==> config.mk <==
export PLATFORM = sky130hd
export DESIGN_NAME = aes_ctr_xor_stream
export DESIGN_NICKNAME = d
export VERILOG_FILES = /design/src/rtl/aes_ctr_xor_stream_pkg.sv /design/src/rtl/aes_ctr_xor_stream.sv
export SDC_FILE = /design/constraint.sdc
export NUM_CORES = 2
export LEC_CHECK = 0
export BUFFER_PORTS_ARGS = -buffer_cell sky130_fd_sc_hd__buf_2
export CORE_AREA = 2 2 705 707
export DETAILED_ROUTE_END_ITERATION = 16
export DIE_AREA = 0 0 707 709
export PLACE_DENSITY = 0.3
export SLEW_MARGIN = 20
export SYNTH_ARGS = -nofsm -noshare
export SYNTH_HDL_FRONTEND = slang
export SYNTH_SLANG_ARGS = --single-unit
==> constraint.sdc <==
create_clock -name clk -period 5.7 [get_ports clk]
set_input_delay 0.285 -clock clk [delete_from_list [all_inputs] [get_ports clk]]
set_output_delay 0.285 -clock clk [all_outputs]
set_load 0.05 [all_outputs]
==> src/rtl/aes_ctr_xor_stream_pkg.sv <==
// Shared types and constants for the AES-CTR pad consumer.
// Holds the FSM state encoding and the block-counter helper used by the stream XOR stage.
package aes_ctr_pkg;

    typedef enum logic [1:0] {
        S_IDLE,
        S_REQ,
        S_WAIT,
        S_HAVE
    } state_t;

    localparam int AES_BLOCK_W          = 128;
    localparam int BLOCKS_PER_BEAT_DFLT = 4;
    localparam int NONCE_W              = 96;
    localparam int CTR_W                = 32;

    // Counter advance with the carry kept in the top bit so wrap can be flagged.
    function automatic logic [CTR_W:0] ctr_advance(input logic [CTR_W-1:0] ctr,
                                                   input int unsigned      inc);
        return {1'b0, ctr} + (CTR_W+1)'(inc);
    endfunction

endpackage

==> src/rtl/aes_ctr_xor_stream.sv <==
// AES-CTR pad consumer: requests one pad burst per beat from the pad generator,
// XORs it into the data stream and advances the block counter.
module aes_ctr_xor_stream
    import aes_ctr_pkg::*;
#(
    parameter int DATA_WIDTH      = 512,
    parameter int BLOCKS_PER_BEAT = BLOCKS_PER_BEAT_DFLT
) (
    input  logic                  clk,
    input  logic                  rst_n,

    input  logic [NONCE_W-1:0]    cfg_nonce,
    input  logic [CTR_W-1:0]      cfg_counter,
    input  logic                  cfg_load,
    output logic                  cfg_busy,
    output logic                  err_cfg,
    output logic                  err_wrap,

    input  logic [DATA_WIDTH-1:0] in_data,
    input  logic                  in_last,
    input  logic                  in_val,
    output logic                  in_rdy,

    output logic [DATA_WIDTH-1:0] out_data,
    output logic                  out_last,
    output logic                  out_val,
    input  logic                  out_rdy,

    output logic [NONCE_W-1:0]    pad_req_nonce,
    output logic [CTR_W-1:0]      pad_req_counter,
    output logic                  pad_req_val,
    input  logic                  pad_req_rdy,

    input  logic [DATA_WIDTH-1:0] pad,
    input  logic                  pad_val,
    output logic                  pad_rdy
);

    state_t                  state, state_nxt;
    logic [NONCE_W-1:0]      nonce_q;
    logic [CTR_W-1:0]        ctr_q;
    logic [CTR_W:0]          ctr_sum;
    logic [DATA_WIDTH-1:0]   pad_buf;
    logic                    beat_fire;
    logic                    pad_fire;
    logic                    cfg_accept;

    assign ctr_sum         = ctr_advance(ctr_q, BLOCKS_PER_BEAT);
    assign beat_fire       = in_val & in_rdy;
    assign pad_fire        = pad_val & pad_rdy;
    assign cfg_accept      = cfg_load & (state == S_IDLE);
    assign cfg_busy        = (state != S_IDLE);
    assign pad_req_nonce   = nonce_q;
    assign pad_req_counter = ctr_q;

    always_ff @(posedge clk or negedge rst_n) begin
        if (!rst_n) state <= S_IDLE;
        else        state <= state_nxt;
    end

    always_comb begin
        state_nxt   = state;
        pad_req_val = 1'b0;
        pad_rdy     = 1'b0;
        in_rdy      = 1'b0;
        case (state)
            S_IDLE: begin
                if (cfg_load) state_nxt = S_REQ;
            end
            S_REQ: begin
                // Request stays asserted, with stable nonce/counter, until taken.
                pad_req_val = 1'b1;
                if (pad_req_rdy) state_nxt = S_WAIT;
            end
            S_WAIT: begin
                pad_rdy = 1'b1;
                if (pad_val) state_nxt = S_HAVE;
            end
            S_HAVE: begin
                in_rdy = !out_val || out_rdy;
                if (in_val && in_rdy) state_nxt = in_last ? S_IDLE : S_REQ;
            end
            default: state_nxt = S_IDLE;
        endcase
    end

    // Session context and sticky error flags.
    always_ff @(posedge clk or negedge rst_n) begin
        if (!rst_n) begin
            nonce_q  <= '0;
            ctr_q    <= '0;
            err_cfg  <= 1'b0;
            err_wrap <= 1'b0;
        end else begin
            if (cfg_accept) begin
                nonce_q <= cfg_nonce;
                ctr_q   <= cfg_counter;
            end
            if (cfg_load && cfg_busy) err_cfg <= 1'b1;
            if (beat_fire) begin
                ctr_q <= ctr_sum[CTR_W-1:0];
                if (ctr_sum[CTR_W]) err_wrap <= 1'b1;
            end
        end
    end

    always_ff @(posedge clk or negedge rst_n) begin
        if (!rst_n)        pad_buf <= '0;
        else if (pad_fire) pad_buf <= pad;
    end

    // Single output register; push and pop in one cycle keeps it full.
    always_ff @(posedge clk or negedge rst_n) begin
        if (!rst_n) begin
            out_data <= '0;
            out_last <= 1'b0;
            out_val  <= 1'b0;
        end else if (beat_fire) begin
            out_data <= in_data ^ pad_buf;
            out_last <= in_last;
            out_val  <= 1'b1;
        end else if (out_val && out_rdy) begin
            out_last <= 1'b0;
            out_val  <= 1'b0;
        end
    end

endmodule
; ---- After elaboration in Yosys (flattened, before gate mapping)
; Cells that the tools add are included.
[word_totals]
out_inout_bits = 648
input_bits = 1160
ff_bits = 1158
word_cells = 46
[op_classes]
bitwise = 4
n_mux = 14
n_addsub = 1
n_eq_ne = 7
reduce_logical = 11
[op_table]
columns = op, n
row1 = 512-bit bitwise XOR, 1
row2 = 32-bit 2-to-1 mux, 2
row3 = 32-bit by 3-bit adder with 33-bit output (second input constant), 1
row4 = 2-bit 2-to-1 mux, 4
row5 = 2-bit != test (second input constant), 4
row6 = 2-bit one-hot mux with 4 select lines, 1
row7 = 1-bit 2-to-1 mux, 7
row8 = 2-bit nonzero test, 3
row9 = 2-bit equality test (second input constant), 2
row10 = 4-bit AND reduction, 1
row11 = 1-bit AND, 3
row12 = 1-bit logical AND, 3
row13 = 2-bit by 1-bit equality test with 1-bit output (second input constant), 1
row14 = 2-bit zero test, 1
row15 = 2-bit AND reduction, 1
row16 = 1-bit zero test, 1
row17 = 1-bit logical OR, 1

; ---- Logic depth before layout (Yosys ltp)
[depth]
word_depth = 5
depth_mapped = 8
ltp_nobuf = 7

; ---- Least setup slack after synthesis
; Ideal clock, no wire load.
[synth_timing]
kind = reg2reg
startpoint = register state[0]
endpoint = register pad_buf[431]
path_stages_with_launch = 7
required_time_ns = 5.575
slack_ns = 3.620
t_arrival_ns = 1.955
n_path_buf = 2
period_less_slack_ns = 2.080
setup_ns = 0.125
path_cell_list = dfrtp_1 > inv_1 > ha_1 > nand2_1 > clkbuf_1 > buf_2 > mux2_2
[synth_via]
elab_chain_cells = 3
[synth_rtl]
columns = element, line
row1 = start: declaration, aes_ctr_xor_stream.sv:39  ; state_t state, state_nxt;
row2 = start signal: assignment, aes_ctr_xor_stream.sv:58  ; else state <= state_nxt;
row3 = 2-bit equality test, aes_ctr_xor_stream.sv:66  ; case (state)
row4 = 1-bit 2-to-1 mux, aes_ctr_xor_stream.sv:66
row5 = named net pad_rdy, aes_ctr_xor_stream.sv:36  ; output logic pad_rdy
row6 = 1-bit AND, aes_ctr_xor_stream.sv:50  ; assign pad_fire = pad_val & pad_rdy;
row7 = end signal: assignment, aes_ctr_xor_stream.sv:109  ; else if (pad_fire) pad_buf <= pad;
row8 = end: declaration, aes_ctr_xor_stream.sv:43  ; logic [DATA_WIDTH-1:0] pad_buf;
; The timed path passes the listed nets, and every way through them passes these cells.
; A chain may end at the register's enable or synchronous reset.

; ---- Worst setup path in the final report
[layout_timing]
startpoint = register state[0]
endpoint = register pad_buf[78]
[layout_via]
elab_chain_cells = 3
[layout_rtl]
columns = element, line
row1 = 2-bit equality test, aes_ctr_xor_stream.sv:66
row2 = 1-bit 2-to-1 mux, aes_ctr_xor_stream.sv:66
row3 = 1-bit AND, aes_ctr_xor_stream.sv:50
; Every way passes these cells.

==> results.toml <==
[sta]
rsz0062_at_grt = "false"
maxClockFrequency_mhz = 339
hold_violations = 0
slew_viol_final = 0
setup_tns_ns = 0
setup_viol = 0
whs_ns = 0.149
maxSlewHeadroom_pct = 31.6
period_minus_slack_ns = 2.95
timing.final.crit_share_pct = 51.7
worstMarginPinSlew_ns = 1.03
skew_ns = 0.0482

[place]
placed_area_sq_um = 63900
portBuffers = 1807
dp.cells = 11869
place_congestion = 0.892
hpwlAfterDp_microns = 290000

[final_layout]
syn_to_final_growth_pct = 72.5
finalInstanceArea_sq_um = 81000
fin_cells = 13411
drive_above_1_share_pct = 40.3
final_nets = 7863
nFillCells = 55359

[worst_setup_path]
cp_data_arrival_time_ns = 3.66
endpoint_kind = "flip-flop"
cp_max_fo = 106
cp-start-kind = "flip-flop"
cp.required_ns = 6.41
setup.worst_path.class = "reg -> reg"

[routing]
ant_nets = 0
dr_wl_met2_microns = 161000
wl_met3_microns = 24700
drt_iter0_markers = 2233
viasPerCell = 3.11
via_count = 41665
drt_wl_total_microns = 343000
firstDrtPassIters = 5
wl_per_cell_microns = 25.6
drcViolationCount = 0
drt-met1-wl_microns = 148000
highest_layer = "met5"

[clock_tree]
cts_root_buf = "clkbuf_16"
clock_sinks = 1158
cts_tree = "done"
h-tree-depth = 4
cts_buffers = 165
clk_pin_slew_worst_paths_ns = 0.05
clk_latency_ns = 0.87
cts_max_path_buffers = 4
ctsResizeCount = 0

[power]
power_leakage_nw = 35.4
vdd_drop_max_mv = 0.301
p_per_area_nw_per_um2 = 575
power_mw = 46.6

[synth]
syn_area_per_cell_sq_um = 12.7
ys_ff_latch = 1158
synth.distinct_cells = 49
synth_edf_count = 0
synth_mux_area_share_pct = 14.7
synthesis.nets = 4859
synth_ff_type = "dfrtp_1"
synth-compound-area-share_pct = 6.50
syn_inst = 3693
synthSimpleGateAreaFrac_pct = 5.41
yosysSeqAreaShare_pct = 61.8
yosys_warnings = 0
synthAdderAreaFrac_pct = 0.160
synth_top_family_by_area = "multiplexers"
async_flop_share_pct = 100
syn-cell-area_sq_um = 46900
synth_xor_area_share_pct = 9.59

[global_routing]
grt_max_degree = 176
grt_pass1_wl_microns = 439000
antenna_found_initial = 331
grt_pass1_vias = 43157
overflow = 0
track_usage_pct = 13.2

[hold_path]
hold_path_class = "in -> async"

[floorplan]
initial_core_util_pct = 9.52
die_h_microns = 709
row_count = 258
coreArea_sq_um = 493000
io_pins = 1808
die_area_sq_um = 501000
die_x_microns = 707

[run_status]
status = "finished, final reports clean"

[run]
drv_cap = 0
==> repair_timing <==
action | 4_1_cts | 5_1_grt
buffers inserted | 0 | 0
hold endpoints to repair | 1214 | 0
hold buffers | 1161 | 0
==> where the power goes <==
group / switching [mW] / internal, mW
logic: 13.6 / 6.61
registers: 3.78 / 12.3
clock network: 4.39 / 5.93
==> layout by cell type (no fill, tap or decap), drive strengths merged, types with 32 or more instances in the layout <==
master / count
xnor2: 513
o21ai: 518
nand2: 544
buf: 1864
clkbuf: 240
dfrtp: 1158
dlygate4sd3: 1161
mux2: 610
diode: 93
clkinv: 32
==> area by class of cell <==
class | instances | area [sq um] | area share (%)
antenna | 93 | 233 | 0.287
multi-input combinational | 2341 | 17100 | 21.1
inverter | 6 | 22.5 | 0.0278
clock buffer | 240 | 4820 | 5.96
sequential | 1158 | 29000 | 35.8
tap | 6500 | 8130 | 10.0
clock inverter | 48 | 428 | 0.528
timing repair buffer | 3025 | 21300 | 26.3
==> flip-flops by register name (all words and copies together) (netlist names) <==
| name | cells |
|---|---|
| pad_req_nonce | 96 |
| out_data | 512 |
| err_cfg | 1 |
| out_val | 1 |
| pad_req_counter | 32 |
| pad_buf | 512 |
| state | 2 |
| err_wrap | 1 |
| out_last | 1 |
==> Yosys cell counts, types with 2 or more instances <==
library cell / n / area share (%)
o31ai_1: 3 / 0.048
mux2_2: 610 / 15
buf_6: 2 / 0.048
o22ai_1: 9 / 0.12
a211oi_1: 11 / 0.18
and2_1: 6 / 0.080
o221a_2: 6 / 0.14
inv_1: 6 / 0.048
a31oi_1: 2 / 0.027
a21oi_1: 16 / 0.17
o21a_1: 3 / 0.048
buf_2: 119 / 1.3
clkbuf_1: 64 / 0.51
o21ai_0: 517 / 5.5
nand3_2: 2 / 0.043
o211ai_1: 2 / 0.032
nand4_1: 11 / 0.15
nand3_1: 8 / 0.085
mux2i_1: 2 / 0.043
and4_1: 5 / 0.093
xnor2_1: 513 / 9.6
ha_1: 6 / 0.16
buf_1: 2 / 0.016
nor2_1: 25 / 0.20
nor4_1: 2 / 0.027
a31o_2: 3 / 0.056
dfrtp_1: 1158 / 62
nor3_1: 8 / 0.085
nand2_1: 544 / 4.4
and3_1: 9 / 0.12
==> routing by layer <==
layer,global-route usage [%],vias to the layer above
li1,-,18699
met2,21.9,1786
met1,16.7,20446
met5,0,-
met4,2.86,100
met3,4.08,634
==> final timing paths <==
check / startpoint / endpoint / slack, ns / cells after the start
hold / removal: rst_n / out_data[320] / 0.15 / 2
max in group asynchronous: rst_n / pad_req_counter[24] / 4.05 / 4
hold reg to reg: err_cfg / err_cfg / 0.47 / 1
setup / recovery: state[0] / pad_buf[78] / 2.75 / 5
setup reg to reg: state[0] / pad_buf[78] / 2.75 / 5
min in group clk: pad[0] / pad_buf[0] / 0.17 / 3
==> cell families after synthesis <==
family / after synthesis
and+or+nand+nor: 629
buffers and inverters: 194
DFF: 1158
adders and majority gates: 6
AOI/OAI and AO/OA: 580
muxes: 612
xor gates and xnor gates: 514
==> critical path, cell delays in order (launching register included) <==
cell and delay, ns:
dfrtp_1 0.44, inv_1 0.13, ha_1 0.27, nand2_4 0.68, buf_12 0.55, mux2_2 0.40
==> stage by stage <==
| stage | setup slack, ns | utilization, % |
|---|---|---|
| after floorplan | 3.62 | - |
| after global placement | 2.69 | 13.0 |
| after detailed placement | 2.70 | 13.0 |
| after CTS | 2.65 | 16.4 |
| after global routing | 2.58 | 16.4 |
| final | 2.75 | 16.4 |
Note: power is estimated with default switching activity, not from simulation.
